===== config.mk =====
export PLATFORM = sky130hd
export DESIGN_NAME = inst_pipe_regs
export DESIGN_NICKNAME = d
export VERILOG_FILES = /design/src/rtl/inst_pipe_regs_pkg.sv /design/src/rtl/inst_pipe_regs_hazard_detect.sv /design/src/rtl/inst_pipe_regs.sv
export SDC_FILE = /design/constraint.sdc
export NUM_CORES = 1
export LEC_CHECK = 0
export BUFFER_PORTS_ARGS = -buffer_cell sky130_fd_sc_hd__buf_2
export CORE_MARGIN = 1.5
export CORE_UTILIZATION = 55
export CTS_CLUSTER_SIZE = 25
export DETAILED_ROUTE_END_ITERATION = 6
export PLACE_DENSITY = 0.85
export SETUP_SLACK_MARGIN = 0.2
export SLEW_MARGIN = 5
export SYNTH_ARGS = -nofsm -noshare
export SYNTH_HDL_FRONTEND = slang
export SYNTH_SLANG_ARGS = --single-unit

===== constraint.sdc =====
create_clock -name clock -period 7 [get_ports clock]
set_clock_uncertainty 0.1 [all_clocks]
set_input_delay 2.1 -clock clock [delete_from_list [all_inputs] [get_ports clock]]
set_output_delay 2.1 -clock clock [all_outputs]
set_load 0.01 [all_outputs]

===== src/rtl/inst_pipe_regs_pkg.sv =====
// Shared definitions for the instruction-side pipeline of the five-stage CPU.
// Holds the opcode encodings, the bubble encoding, instruction field positions
// and field-extraction helpers reused by the control decoder.
package inst_pipe_regs_pkg;

    // Opcode encodings (instruction bits [31:26])
    localparam logic [5:0] OP_ALUOP = 6'b000000;
    localparam logic [5:0] OP_LW    = 6'b100011;
    localparam logic [5:0] OP_SW    = 6'b101011;
    localparam logic [5:0] OP_BEQ   = 6'b000100;

    // Bubble / flush encoding: sll $0,$0,0
    localparam logic [31:0] NOP_WORD = 32'h0000_0000;

    // Field positions
    localparam int unsigned OPCODE_MSB = 31;
    localparam int unsigned OPCODE_LSB = 26;
    localparam int unsigned RS_MSB     = 25;
    localparam int unsigned RS_LSB     = 21;
    localparam int unsigned RT_MSB     = 20;
    localparam int unsigned RT_LSB     = 16;

    // Per-cycle action applied to the whole register chain
    typedef enum logic [1:0] {
        ActHold,
        ActNormal,
        ActStall,
        ActFlush
    } pipe_act_e;

    function automatic logic [5:0] inst_opcode(input logic [31:0] inst);
        return inst[OPCODE_MSB:OPCODE_LSB];
    endfunction

    function automatic logic [4:0] inst_rs(input logic [31:0] inst);
        return inst[RS_MSB:RS_LSB];
    endfunction

    function automatic logic [4:0] inst_rt(input logic [31:0] inst);
        return inst[RT_MSB:RT_LSB];
    endfunction

endpackage


===== src/rtl/inst_pipe_regs_hazard_detect.sv =====
// Load-use hazard detection and branch flush generation (combinational).
// Ports:
//   ifid_inst_i     instruction currently in IF/ID
//   idex_inst_i     instruction currently in ID/EX
//   branch_taken_i  MEM-stage branch decision
//   pipe_enable_i   global advance enable; a frozen pipe never flushes
//   stall_o         load-use stall, suppressed while a flush is active
//   flush_o         branch flush this cycle
module inst_pipe_regs_hazard_detect
    import inst_pipe_regs_pkg::*;
(
    input  logic [31:0] ifid_inst_i,
    input  logic [31:0] idex_inst_i,
    input  logic        branch_taken_i,
    input  logic        pipe_enable_i,
    output logic        stall_o,
    output logic        flush_o
);

    logic [5:0] ifid_op;
    logic [4:0] ifid_rs;
    logic [4:0] ifid_rt;
    logic [5:0] idex_op;
    logic [4:0] idex_rt;
    logic       ifid_reads_rt;
    logic       hazard;

    // Only opcode/rs/rt take part in the compare
    logic unused_fields;
    assign unused_fields = ^{ifid_inst_i[15:0], idex_inst_i[25:21], idex_inst_i[15:0]};

    always_comb begin
        ifid_op = inst_opcode(ifid_inst_i);
        ifid_rs = inst_rs(ifid_inst_i);
        ifid_rt = inst_rt(ifid_inst_i);
        idex_op = inst_opcode(idex_inst_i);
        idex_rt = inst_rt(idex_inst_i);

        // rt is a source operand only for R-type, stores and branches
        ifid_reads_rt = (ifid_op == OP_ALUOP) || (ifid_op == OP_SW) || (ifid_op == OP_BEQ);

        hazard = 1'b0;
        // A load into $0 never produces a value worth waiting for
        if ((idex_op == OP_LW) && (idex_rt != 5'd0)) begin
            if (idex_rt == ifid_rs) begin
                hazard = 1'b1;
            end else if ((idex_rt == ifid_rt) && ifid_reads_rt) begin
                hazard = 1'b1;
            end
        end

        flush_o = branch_taken_i & pipe_enable_i;
        stall_o = hazard & ~flush_o;
    end

endmodule


===== src/rtl/inst_pipe_regs.sv =====
// Instruction-side pipeline register chain: PC, IF/ID, ID/EX, EX/MEM and MEM/WB
// instruction/PC+4 registers with load-use stall and MEM-stage branch flush.
// Ports:
//   clock, reset           rising-edge clock, asynchronous active-low reset
//   IM_Addr / IM_Inst      instruction memory address (PC) and same-cycle data
//   PipeEnable             0 freezes every register
//   BranchTaken/Target     MEM-stage branch decision and target
//   PR_*_Inst, PR_*_PC4    per-stage instruction and PC+4 registers
//   Stall, Flush           hazard controls active this cycle
module inst_pipe_regs
    import inst_pipe_regs_pkg::*;
#(
    parameter logic [31:0] RESET_PC = 32'h0000_0000,
    parameter logic [31:0] NOP_INST = NOP_WORD
) (
    input  logic        clock,
    input  logic        reset,
    output logic [31:0] IM_Addr,
    input  logic [31:0] IM_Inst,
    input  logic        PipeEnable,
    input  logic        BranchTaken,
    input  logic [31:0] BranchTarget,
    output logic [31:0] PR_IFID_Inst,
    output logic [31:0] PR_IDEX_Inst,
    output logic [31:0] PR_EXMEM_Inst,
    output logic [31:0] PR_MEMWB_Inst,
    output logic [31:0] PR_IFID_PC4,
    output logic [31:0] PR_IDEX_PC4,
    output logic [31:0] PR_EXMEM_PC4,
    output logic        Stall,
    output logic        Flush
);

    logic [31:0] pc_q,         pc_d;
    logic [31:0] ifid_inst_q,  ifid_inst_d;
    logic [31:0] ifid_pc4_q,   ifid_pc4_d;
    logic [31:0] idex_inst_q,  idex_inst_d;
    logic [31:0] idex_pc4_q,   idex_pc4_d;
    logic [31:0] exmem_inst_q, exmem_inst_d;
    logic [31:0] exmem_pc4_q,  exmem_pc4_d;
    logic [31:0] memwb_inst_q, memwb_inst_d;

    logic [31:0] pc_plus4;
    pipe_act_e   act;

    inst_pipe_regs_hazard_detect u_hazard_detect (
        .ifid_inst_i    (ifid_inst_q),
        .idex_inst_i    (idex_inst_q),
        .branch_taken_i (BranchTaken),
        .pipe_enable_i  (PipeEnable),
        .stall_o        (Stall),
        .flush_o        (Flush)
    );

    // 32-bit wrap is intended
    assign pc_plus4 = pc_q + 32'd4;

    // Flush outranks stall; Flush is already gated by PipeEnable
    always_comb begin
        act = ActHold;
        if (PipeEnable) begin
            if (Flush) begin
                act = ActFlush;
            end else if (Stall) begin
                act = ActStall;
            end else begin
                act = ActNormal;
            end
        end
    end

    always_comb begin
        pc_d         = pc_q;
        ifid_inst_d  = ifid_inst_q;
        ifid_pc4_d   = ifid_pc4_q;
        idex_inst_d  = idex_inst_q;
        idex_pc4_d   = idex_pc4_q;
        exmem_inst_d = exmem_inst_q;
        exmem_pc4_d  = exmem_pc4_q;
        memwb_inst_d = memwb_inst_q;

        unique case (act)
            ActFlush: begin
                pc_d         = BranchTarget;
                ifid_inst_d  = NOP_INST;
                ifid_pc4_d   = '0;
                idex_inst_d  = NOP_INST;
                idex_pc4_d   = '0;
                exmem_inst_d = NOP_INST;
                exmem_pc4_d  = '0;
                // The branch itself still retires
                memwb_inst_d = exmem_inst_q;
            end
            ActStall: begin
                // PC and IF/ID hold; a bubble enters ID/EX
                idex_inst_d  = NOP_INST;
                idex_pc4_d   = '0;
                exmem_inst_d = idex_inst_q;
                exmem_pc4_d  = idex_pc4_q;
                memwb_inst_d = exmem_inst_q;
            end
            ActNormal: begin
                pc_d         = pc_plus4;
                ifid_inst_d  = IM_Inst;
                ifid_pc4_d   = pc_plus4;
                idex_inst_d  = ifid_inst_q;
                idex_pc4_d   = ifid_pc4_q;
                exmem_inst_d = idex_inst_q;
                exmem_pc4_d  = idex_pc4_q;
                memwb_inst_d = exmem_inst_q;
            end
            ActHold: ;
        endcase
    end

    always_ff @(posedge clock or negedge reset) begin
        if (!reset) begin
            pc_q         <= RESET_PC;
            ifid_inst_q  <= NOP_INST;
            ifid_pc4_q   <= '0;
            idex_inst_q  <= NOP_INST;
            idex_pc4_q   <= '0;
            exmem_inst_q <= NOP_INST;
            exmem_pc4_q  <= '0;
            memwb_inst_q <= NOP_INST;
        end else begin
            pc_q         <= pc_d;
            ifid_inst_q  <= ifid_inst_d;
            ifid_pc4_q   <= ifid_pc4_d;
            idex_inst_q  <= idex_inst_d;
            idex_pc4_q   <= idex_pc4_d;
            exmem_inst_q <= exmem_inst_d;
            exmem_pc4_q  <= exmem_pc4_d;
            memwb_inst_q <= memwb_inst_d;
        end
    end

    assign IM_Addr       = pc_q;
    assign PR_IFID_Inst  = ifid_inst_q;
    assign PR_IFID_PC4   = ifid_pc4_q;
    assign PR_IDEX_Inst  = idex_inst_q;
    assign PR_IDEX_PC4   = idex_pc4_q;
    assign PR_EXMEM_Inst = exmem_inst_q;
    assign PR_EXMEM_PC4  = exmem_pc4_q;
    assign PR_MEMWB_Inst = memwb_inst_q;

endmodule

==> flow_metrics.env, run 1 <==
export IMPL_die_area_um2=19600
export IMPL_min_delay_path_depth=1
export IMPL_synthesis_area_per_instance_um2=12.7
export IMPL_synth_area_top_cells="sky130_fd_sc_hd__dfrtp_1 (62%), sky130_fd_sc_hd__a22o_1 (14%), sky130_fd_sc_hd__mux2_2 (3.5%)"
export IMPL_drt_iter0_drc=533
export IMPL_critical_path_top_cell_by_count="sky130_fd_sc_hd__buf_2"
export IMPL_cts_tree="built"
export IMPL_r2r_cells=6
export IMPL_worst_endpoint_required_ns=4.80
export IMPL_synth_edff_count=0
export IMPL_synthCells=813
export IMPL_cts_sinks=256
export IMPL_post_layout_nonfiller_instances=1367
export IMPL_cts_root_buf="sky130_fd_sc_hd__clkbuf_16"
export IMPL_avgViaCountPerCell=5.98
export IMPL_slack_of_the_worst_reg_to_reg_path_ns=3.91
export IMPL_antenna_found_initial=4
export IMPL_fin_area_um2=13000
export IMPL_power_switching_fraction=0.274
export IMPL_yosys_most_used_dff="sky130_fd_sc_hd__dfrtp_1"
export IMPL_placeableCoreArea_um2=18200
export IMPL_shortest_clock_period_the_worst_path_allows_after_layout_ns=5.46
export IMPL_pwr_share_comb=0.137
export IMPL_synthDominantCellAreaShare=0.621
export IMPL_share_seq_of_total_power=0.471
export IMPL_route_final_wire_length_um=28600
export IMPL_final_layout_size_suffix_gt1_frac=0.378
export IMPL_status="completed"
export IMPL_path_class="in2out"
export IMPL_path_clk_slew_ns=0.06
export IMPL_yosys_warnings=0
export IMPL_setup_worst_path_end_class="primary output"
export IMPL_sequential_share_of_the_synthesized_area=0.621
export IMPL_grt_overflow_total=0
export IMPL_critical_path_startpoint_type="input port"
export IMPL_worst_path_max_delay_cell="sky130_fd_sc_hd__inv_1"
export IMPL_grt_pass1_wl_um=44500
export IMPL_max_slew_worst_pin_slew_ns=0.999
export IMPL_placement_cell_area_um2=12100
export IMPL_power_static_leakage_nw=6.88
export IMPL_worst_slack_ns=1.54
export IMPL_synth_cell_types=56
export IMPL_vdd_ir_drop_worst_v=0.000222
export IMPL_mappedNetlistNets=882
export IMPL_layout_filler_cells=1289
export IMPL_finish_utilization=0.712
export IMPL_clock_network_latency_to_the_later_pin_of_the_worst_skew_pair_ns=0.53
export IMPL_io_buffer_count=325
export IMPL_gp_congestion=0.912
export IMPL_finalMaxSlewViolations=0
export IMPL_maximum_number_of_pins_on_one_net_before_global_route_repair=137
export IMPL_grt_total_usage=0.287
export IMPL_route_detailed_wl_per_inst_um=21.0
export IMPL_layout_overhead_on_the_synthesized_area_pct=25.6
export IMPL_syn_area_um2=10300
export IMPL_routed_via_count=8179
export IMPL_holdCritPathClass="reg2reg"
export IMPL_dp_slack_ns=1.52
export IMPL_netSwitchingPower_mw=1.00
export IMPL_final_period_utilization=0.780
export IMPL_rows=49
export IMPL_postCtsSetupRepairBufs=0
export IMPL_total_number_of_nets_in_the_final_design=1184
export IMPL_crit_path_cells="buf_2, nand2_1, inv_1, nor2_1, buf_2"
export IMPL_starting_utilization_of_the_core_area=0.567
export IMPL_sum_of_internal_switching_and_leakage_power_mw=3.66
export IMPL_drv_cap=0
export IMPL_die_h_um=140
export IMPL_yosysMostFrequentCell="sky130_fd_sc_hd__dfrtp_1"
export IMPL_critical_path_peak_fanout=13
export IMPL_h_tree_depth=1
export IMPL_detailedRoute_firstPassIterationCount=5
export IMPL_crit_reg2reg_capture="IM_Addr[11]"
export IMPL_max_slew_margin=0.334
export IMPL_tritoncts_num_buffers=26
export IMPL_post_cts_resized_instances=0
export IMPL_rsz0062_at_grt="false"
export IMPL_hp_start="PR_MEMWB_Inst[12]"
export IMPL_timing_critical_path_slowest_cell_delay_ns=0.43
export IMPL_tns_ns=0
export IMPL_internal_power_mw=2.66
export IMPL_cts_max_path_buffers=3
export IMPL_crit_arrival_ns=3.26
export IMPL_remaining_drc_errors=0
export IMPL_leading_cell_types_by_count_after_synthesis="sky130_fd_sc_hd__dfrtp_1 (256), sky130_fd_sc_hd__a22o_1 (162), sky130_fd_sc_hd__nand2_1 (45)"
export IMPL_setup_viol=0
export IMPL_num_io_pins=326
export IMPL_yosys_area_top_type="sky130_fd_sc_hd__dfrtp_1"
export IMPL_power_per_cell_area_nw_per_um2=282
export IMPL_grt_pass1_vias=7838
export IMPL_hold_path_end="PR_MEMWB_Inst[12]"
export IMPL_holdWs_ns=0.401
export IMPL_final_hold_violation_count=0
export IMPL_clock_power_share=0.391
export IMPL_ys_ff_latch=256
export IMPL_ant_nets=0
export IMPL_cts_hold_buffers_added=0
export IMPL_async_flop_share=1.00
export IMPL_die_width_um=140
export IMPL_detailed_place_hpwl_um=19100
export IMPL_number_of_placed_instances_taps_included=1316
export IMPL_reg2reg_from="PR_IDEX_Inst[16]"
export IMPL_max_freq_mhz=183
## power by group through the flow
stage          sequential (mW)  combinational (mW)  clock, mW
2_1_floorplan             1.78               0.218          0
3_3_place_gp              1.74               0.488          0
3_5_place_dp              1.75               0.503          0
4_1_cts                   1.72               0.506       1.45
5_1_grt                   1.74               0.545       1.51
6_report                  1.73               0.502       1.43
## sequential cells by signal, summed over array words and instances (netlist names)
register	count
PR_IDEX_PC4	32
PR_IDEX_Inst	32
PR_EXMEM_PC4	32
PR_IFID_Inst	32
PR_IFID_PC4	32
PR_MEMWB_Inst	32
PR_EXMEM_Inst	32
IM_Addr	32
## worst max path at each step
stage / from / end / slack, ns / cells past startpoint
2_1_floorplan: PipeEnable / Stall / 1.67 / 5
3_3_place_gp: PipeEnable / PR_IFID_Inst[0] / 1.62 / 8
3_5_place_dp: PipeEnable / PR_IFID_Inst[18] / 1.52 / 8
4_1_cts: BranchTaken / Stall / 1.58 / 5
5_1_grt: BranchTaken / Stall / 1.49 / 5
6_report: BranchTaken / Stall / 1.54 / 5
## cell families (layout without fill, tap and decap cells)
group,Yosys count,in the layout,synth area share
flip-flops,256,256,0.621
AO/OA/AOI/OAI,255,255,0.200
adder cells (fa/ha/maj),1,1,0.00121
multiplexers,36,36,0.0388
buffers and inverters,71,393,0.0307
XOR/XNOR,38,38,0.0323
other,0,3,0
AND/OR/NAND/NOR,156,156,0.0765
## per-layer routing
layer	GRT usage	vias to the layer above	part of all wire
met5	0	-	0.00024
met4	0.110	2	0.036
met2	0.457	384	0.48
met3	0.0499	82	0.071
li1	-	3652	-
met1	0.400	4059	0.42
## layout by cell type, fill, tap and decap left out, drive strengths merged, types with 6 or more instances in the layout
master / Yosys / routed
xnor2: 27 / 27
dfrtp: 256 / 256
inv: 9 / 9
a221o: 9 / 9
xor2: 11 / 11
and2: 6 / 6
mux2: 32 / 32
nor2: 30 / 30
a22o: 162 / 162
nor4: 6 / 6
clkinv: 1 / 12
nand3: 22 / 22
a31o: 6 / 6
nand4: 7 / 7
clkbuf: 31 / 32
o22ai: 11 / 11
a21o: 9 / 9
nand2: 45 / 45
o21ai: 23 / 23
and3: 9 / 9
nor3: 11 / 11
nor2b: 6 / 6
buf: 30 / 335
a21oi: 14 / 14
## layout make-up
cell class	count	area, um^2	area share
multi-input cells	486	3610	0.278
well taps	229	287	0.0221
clock inverters	16	164	0.0126
repair buffers	335	1720	0.133
diodes	3	7.51	0.000579
inverters	10	40.0	0.00309
clock buffers	32	724	0.0559
flip-flops and latches	256	6410	0.494
## worst max-delay path: cells and delay by family
kind                   cells  cell delay (ns)
buffers and inverters      3             0.87
AND/OR/NAND/NOR            2             0.29
No activity file was read; power rests on OpenSTA's default activity.
==> inputs of run 2 (changes only) <==
--- a/config.mk
+++ b/config.mk
@@ -7,10 +7,10 @@
 export LEC_CHECK = 0
 export BUFFER_PORTS_ARGS = -buffer_cell sky130_fd_sc_hd__buf_2
 export CORE_MARGIN = 1.5
-export CORE_UTILIZATION = 55
+export CORE_UTILIZATION = 46
 export CTS_CLUSTER_SIZE = 25
 export DETAILED_ROUTE_END_ITERATION = 6
-export PLACE_DENSITY = 0.85
+export PLACE_DENSITY = 0.76
 export SETUP_SLACK_MARGIN = 0.2
 export SLEW_MARGIN = 5
 export SYNTH_ARGS = -nofsm -noshare
==> constraint.sdc (replaced) <==
create_clock -name clock -period 4.4 [get_ports clock]
set_clock_uncertainty 0.1 [all_clocks]
set_input_delay 1.32 -clock clock [delete_from_list [all_inputs] [get_ports clock]]
set_output_delay 1.32 -clock clock [all_outputs]
set_load 0.01 [all_outputs]
==> run 2 against run 1 <==
Against the previous run:
- hold slack got worse by 0.00086 ns
- routed wire length fell by 0.54%
- flip-flop and latch count did not move
- sequential power rose by 58%
- critical path type is now reg2out
- highest routed layer is now met4
==> flow_metrics.env, run 2 (same netlist as run 1, synthesis figures left out) <==
export IMPL_detailed_place_hpwl_um=19500
export IMPL_avgViaCountPerCell=5.70
export IMPL_postCtsSetupRepairBufs=0
export IMPL_clock_network_latency_to_the_later_pin_of_the_worst_skew_pair_ns=0.53
export IMPL_power_switching_fraction=0.268
export IMPL_final_layout_size_suffix_gt1_frac=0.381
export IMPL_min_delay_path_depth=1
export IMPL_pwr_share_comb=0.134
export IMPL_antenna_found_initial=1
export IMPL_rsz0062_at_grt="false"
export IMPL_total_number_of_nets_in_the_final_design=1188
export IMPL_max_slew_margin=0.427
export IMPL_final_hold_violation_count=0
export IMPL_hp_start="PR_MEMWB_Inst[0]"
export IMPL_cts_root_buf="sky130_fd_sc_hd__clkbuf_16"
export IMPL_h_tree_depth=1
export IMPL_layout_filler_cells=1812
export IMPL_drt_iter0_drc=523
export IMPL_path_class="reg2out"
export IMPL_sum_of_internal_switching_and_leakage_power_mw=5.98
export IMPL_cts_max_path_buffers=3
export IMPL_vdd_ir_drop_worst_v=0.000307
export IMPL_gp_congestion=0.886
export IMPL_layout_overhead_on_the_synthesized_area_pct=27.6
export IMPL_slack_of_the_worst_reg_to_reg_path_ns=1.28
export IMPL_crit_arrival_ns=2.46
export IMPL_grt_pass1_vias=7846
export IMPL_rows=54
export IMPL_grt_overflow_total=0
export IMPL_internal_power_mw=4.38
export IMPL_placeableCoreArea_um2=21900
export IMPL_cts_sinks=256
export IMPL_final_common_cell="sky130_fd_sc_hd__buf_2"
export IMPL_io_buffer_count=325
export IMPL_critical_path_peak_fanout=6
export IMPL_power_static_leakage_nw=6.93
export IMPL_power_per_cell_area_nw_per_um2=455
export IMPL_detailedRoute_firstPassIterationCount=4
export IMPL_tns_ns=0
export IMPL_leading_cell_types_in_the_layout_fill_and_taps_excluded="sky130_fd_sc_hd__buf_2 (324), sky130_fd_sc_hd__dfrtp_1 (256), sky130_fd_sc_hd__a22o_1 (162), sky130_fd_sc_hd__nand2_1 (44), sky130_fd_sc_hd__mux2_2 (32)"
export IMPL_r2r_cells=6
export IMPL_setup_worst_path_end_class="primary output"
export IMPL_worst_endpoint_required_ns=2.98
export IMPL_crit_reg2reg_capture="IM_Addr[18]"
export IMPL_max_freq_mhz=258
export IMPL_grt_pass1_wl_um=45100
export IMPL_share_seq_of_total_power=0.459
export IMPL_die_h_um=153
export IMPL_route_detailed_wl_per_inst_um=20.1
export IMPL_shortest_clock_period_the_worst_path_allows_after_layout_ns=3.88
export IMPL_tritoncts_num_buffers=27
export IMPL_maximum_number_of_pins_on_one_net_before_global_route_repair=97
export IMPL_ant_nets=0
export IMPL_routed_via_count=8101
export IMPL_holdCritPathClass="reg2reg"
export IMPL_starting_utilization_of_the_core_area=0.471
export IMPL_cts_tree="built"
export IMPL_netSwitchingPower_mw=1.60
export IMPL_holdWs_ns=0.400
export IMPL_post_cts_resized_instances=0
export IMPL_remaining_drc_errors=0
export IMPL_setup_viol=0
export IMPL_worst_slack_ns=0.524
export IMPL_finish_utilization=0.601
export IMPL_final_period_utilization=0.881
export IMPL_die_area_um2=23300
export IMPL_drv_cap=0
export IMPL_die_width_um=153
export IMPL_status="completed"
export IMPL_route_final_wire_length_um=28500
export IMPL_critical_path_startpoint_type="flip-flop"
export IMPL_num_io_pins=326
export IMPL_max_slew_worst_pin_slew_ns=0.860
export IMPL_grt_total_usage=0.240
export IMPL_finalMaxSlewViolations=0
export IMPL_reg2reg_from="PR_IDEX_Inst[16]"
export IMPL_path_clk_slew_ns=0.06
export IMPL_cts_hold_buffers_added=0
export IMPL_clock_power_share=0.408
export IMPL_dp_slack_ns=0.611
export IMPL_hold_path_end="PR_MEMWB_Inst[0]"
-- run 2: cell types whose count changed in the layout (fill, tap and decap cells not counted), sizes merged --
cell      change
bufinv        +2
clkinvlp      +4
buf           +3
diode         -2
inv           +1
clkinv        -6
clkbuf        +1
-- run 2: stage by stage --
step                      area [um^2]  instances
after floorplan                 10300        813
after global placement          12200       1370
after detailed placement        12200       1370
after CTS                       13200       1420
after global routing            13200       1421
final                           13200       1421
-- run 2: layout make-up --
class	instances	area, um^2	area share
inverters	10	40.0	0.00304
diodes	1	2.50	0.000190
well taps	280	350	0.0266
clock inverters	17	233	0.0177
flip-flops and latches	256	6410	0.487
multi-input cells	486	3610	0.274
repair buffers	338	1780	0.136
clock buffers	33	738	0.0561
-- run 2: how the worst max path moves through the flow --
| stage | from | endpoint |
|---|---|---|
| finish | PR_IDEX_Inst[16] | Stall |
| global route | PR_IDEX_Inst[28] | Stall |
| CTS | PR_IDEX_Inst[16] | Stall |
| detailed placement | BranchTaken | Stall |
| global placement | BranchTaken | Stall |
| floorplan | PipeEnable | Stall |
-- run 2: routing by layer --
layer	share of wire	track usage	vias up
met3	0.064	0.0341	59
met1	0.44	0.346	4029
met4	0.028	0.0774	0
met2	0.47	0.376	350
met5	0	0	-
li1	-	-	3663
-- run 2: power by group through the flow --
| stage | Combinational [mW] | Clock (mW) | Sequential (mW) |
|---|---|---|---|
| 2_1_floorplan | 0.348 | 0 | 2.83 |
| 4_1_cts | 0.809 | 2.49 | 2.74 |
| 5_1_grt | 0.870 | 2.58 | 2.77 |
| 3_5_place_dp | 0.807 | 0 | 2.78 |
| 3_3_place_gp | 0.790 | 0 | 2.77 |
| 6_report | 0.799 | 2.44 | 2.74 |
-- run 2: critical path: stages, from the launching register on --
cell and delay (ns):
sky130_fd_sc_hd__dfrtp_1 0.48, sky130_fd_sc_hd__or4_4 0.58, sky130_fd_sc_hd__o211ai_2 0.27, sky130_fd_sc_hd__nor4_2 0.13, sky130_fd_sc_hd__nor2_1 0.25, sky130_fd_sc_hd__nor2_1 0.07
sky130_fd_sc_hd__buf_2 0.16
==> inputs of run 3 (changes only) <==
--- a/config.mk
+++ b/config.mk
@@ -8,8 +8,8 @@
 export BUFFER_PORTS_ARGS = -buffer_cell sky130_fd_sc_hd__buf_2
 export CORE_MARGIN = 1.5
 export CORE_UTILIZATION = 46
-export CTS_CLUSTER_SIZE = 25
 export DETAILED_ROUTE_END_ITERATION = 6
+export MAX_ROUTING_LAYER = met4
 export PLACE_DENSITY = 0.76
 export SETUP_SLACK_MARGIN = 0.2
 export SLEW_MARGIN = 5
==> run 3 against run 2 <==
Against the previous run:
- sequential share of layout area unchanged
- sequential power about the same
- hold slack about the same
- cell count unchanged
- total power about the same
- critical path depth unchanged
- routed wire length about the same
- setup slack worse by 0.0012 ns
- global-route usage up 0.76 points
- critical path type unchanged
==> flow_metrics.env, run 3 (same netlist as run 1, synthesis figures left out) <==
export IMPL_status="completed"
export IMPL_total_number_of_nets_in_the_final_design=1188
export IMPL_crit_arrival_ns=2.46
export IMPL_vdd_ir_drop_worst_v=0.000308
export IMPL_max_freq_mhz=258
export IMPL_met2_track_demand_over_resource=0.377
export IMPL_cts_hold_buffers_added=0
export IMPL_gp_congestion=0.900
export IMPL_rsz0062_at_grt="false"
export IMPL_leading_cell_types_in_the_layout_fill_and_taps_excluded="sky130_fd_sc_hd__buf_2 (324), sky130_fd_sc_hd__dfrtp_1 (256), sky130_fd_sc_hd__a22o_1 (162), sky130_fd_sc_hd__nand2_1 (44), sky130_fd_sc_hd__mux2_2 (32)"
export IMPL_critical_path_top_cell_by_count="sky130_fd_sc_hd__nor2_1"
export IMPL_layout_filler_cells=1812
export IMPL_die_h_um=153
export IMPL_crit_path_cells="or4_4, o211ai_2, nor4_2, nor2_1, nor2_1, buf_2"
export IMPL_clock_network_latency_to_the_later_pin_of_the_worst_skew_pair_ns=0.53
export IMPL_final_layout_size_suffix_gt1_frac=0.381
export IMPL_critical_path_startpoint_type="flip-flop"
export IMPL_power_static_leakage_nw=6.93
export IMPL_ant_nets=0
export IMPL_tritoncts_num_buffers=27
export IMPL_grt_pass1_vias=7834
export IMPL_final_common_cell="sky130_fd_sc_hd__buf_2"
export IMPL_avgViaCountPerCell=5.71
export IMPL_setup_worst_path_end_class="primary output"
export IMPL_route_final_wire_length_um=28500
export IMPL_max_slew_margin=0.425
export IMPL_starting_utilization_of_the_core_area=0.471
export IMPL_detailedRoute_firstPassIterationCount=4
export IMPL_worst_path_max_delay_cell="sky130_fd_sc_hd__or4_4"
export IMPL_finalMaxSlewViolations=0
export IMPL_route_detailed_wl_per_inst_um=20.0
export IMPL_hold_path_end="PR_MEMWB_Inst[0]"
export IMPL_remaining_drc_errors=0
export IMPL_antenna_found_initial=1
export IMPL_path_clk_slew_ns=0.06
export IMPL_placement_cell_area_um2=12200
export IMPL_shortest_clock_period_the_worst_path_allows_after_layout_ns=3.88
export IMPL_grt_pass1_wl_um=45200
export IMPL_r2r_cells=6
export IMPL_crit_reg2reg_capture="IM_Addr[18]"
export IMPL_final_hold_violation_count=0
export IMPL_tns_ns=0
export IMPL_max_slew_worst_pin_slew_ns=0.862
export IMPL_drt_iter0_drc=578
export IMPL_sum_of_internal_switching_and_leakage_power_mw=5.98
export IMPL_holdCritPathClass="reg2reg"
export IMPL_io_buffer_count=325
export IMPL_rows=54
export IMPL_multi_input_comb_area_um2=3610
export IMPL_timing_critical_path_slowest_cell_delay_ns=0.58
export IMPL_cts_sinks=256
export IMPL_critical_path_peak_fanout=6
export IMPL_worst_endpoint_required_ns=2.98
export IMPL_path_class="reg2out"
export IMPL_setup_viol=0
export IMPL_drv_cap=0
export IMPL_final_period_utilization=0.881
export IMPL_hp_start="PR_MEMWB_Inst[0]"
export IMPL_reg2reg_from="PR_IDEX_Inst[16]"
export IMPL_num_io_pins=326
export IMPL_placeableCoreArea_um2=21900
export IMPL_min_delay_path_depth=1
export IMPL_grt_met3_usage=0.0301
export IMPL_cts_root_buf="sky130_fd_sc_hd__clkbuf_16"
export IMPL_layout_overhead_on_the_synthesized_area_pct=27.6
export IMPL_grt_total_usage=0.248
export IMPL_routed_via_count=8107
export IMPL_cts_tree="built"
export IMPL_maximum_number_of_pins_on_one_net_before_global_route_repair=97
export IMPL_fin_area_um2=13200
export IMPL_h_tree_depth=1
export IMPL_grt_overflow_total=0
export IMPL_power_per_cell_area_nw_per_um2=454
export IMPL_use_met1=0.349
export IMPL_gr_max_usage_layer="met2"
export IMPL_postCtsSetupRepairBufs=0
export IMPL_post_cts_resized_instances=0
export IMPL_die_width_um=153
export IMPL_detailed_place_hpwl_um=19500
export IMPL_cts_max_path_buffers=3
export IMPL_die_area_um2=23300
export IMPL_slack_of_the_worst_reg_to_reg_path_ns=1.28
export IMPL_seq_area_um2=6410
## run 3: stage by stage
step	util	hold WS, ns	setup slack, ns	cells
after detailed placement	0.557	0.390	0.611	1370
after global routing	0.601	0.419	0.381	1421
final	0.601	0.400	0.523	1421
after CTS	0.601	0.405	0.517	1420
after global placement	0.557	0.382	0.617	1370
after floorplan	-	0.433	0.627	813
## run 3: final cells by class
type | instances | share of cell area
flip-flops and latches | 256 | 0.487
multi-input cells | 486 | 0.274
repair buffers | 338 | 0.136
clock buffers | 33 | 0.0561
well taps | 280 | 0.0266
clock inverters | 17 | 0.0177
inverters | 10 | 0.00304
diodes | 1 | 0.000190
## run 3: how the worst max path moves through the flow
stage,startpoint,to,slack [ns],cells after the start
6_report,PR_IDEX_Inst[16],Stall,0.52,6
5_1_grt,PR_IDEX_Inst[28],Stall,0.38,6
4_1_cts,PR_IDEX_Inst[16],Stall,0.52,6
3_5_place_dp,BranchTaken,Stall,0.61,5
3_3_place_gp,BranchTaken,Stall,0.62,5
2_1_floorplan,PipeEnable,Stall,0.63,5
## run 3: metal layers
layer  up-vias  share of wire
met2       330           0.47
met3        57          0.057
met4         0          0.027
met5         -              0
met1      4061           0.45
li1       3659              -
## run 3: power breakdown
group	internal [mW]	leakage, nW	switching (mW)
registers	2.54	3.40	0.203
logic	0.350	3.07	0.450
clock network	1.49	0.460	0.945
## run 3: worst max-delay path: cells and delay by family (launching register included)
family          cells  cell delay (ns)
compound gates      1             0.27
buf+inv             1             0.16
flops               1             0.48
simple gates        4             1.02
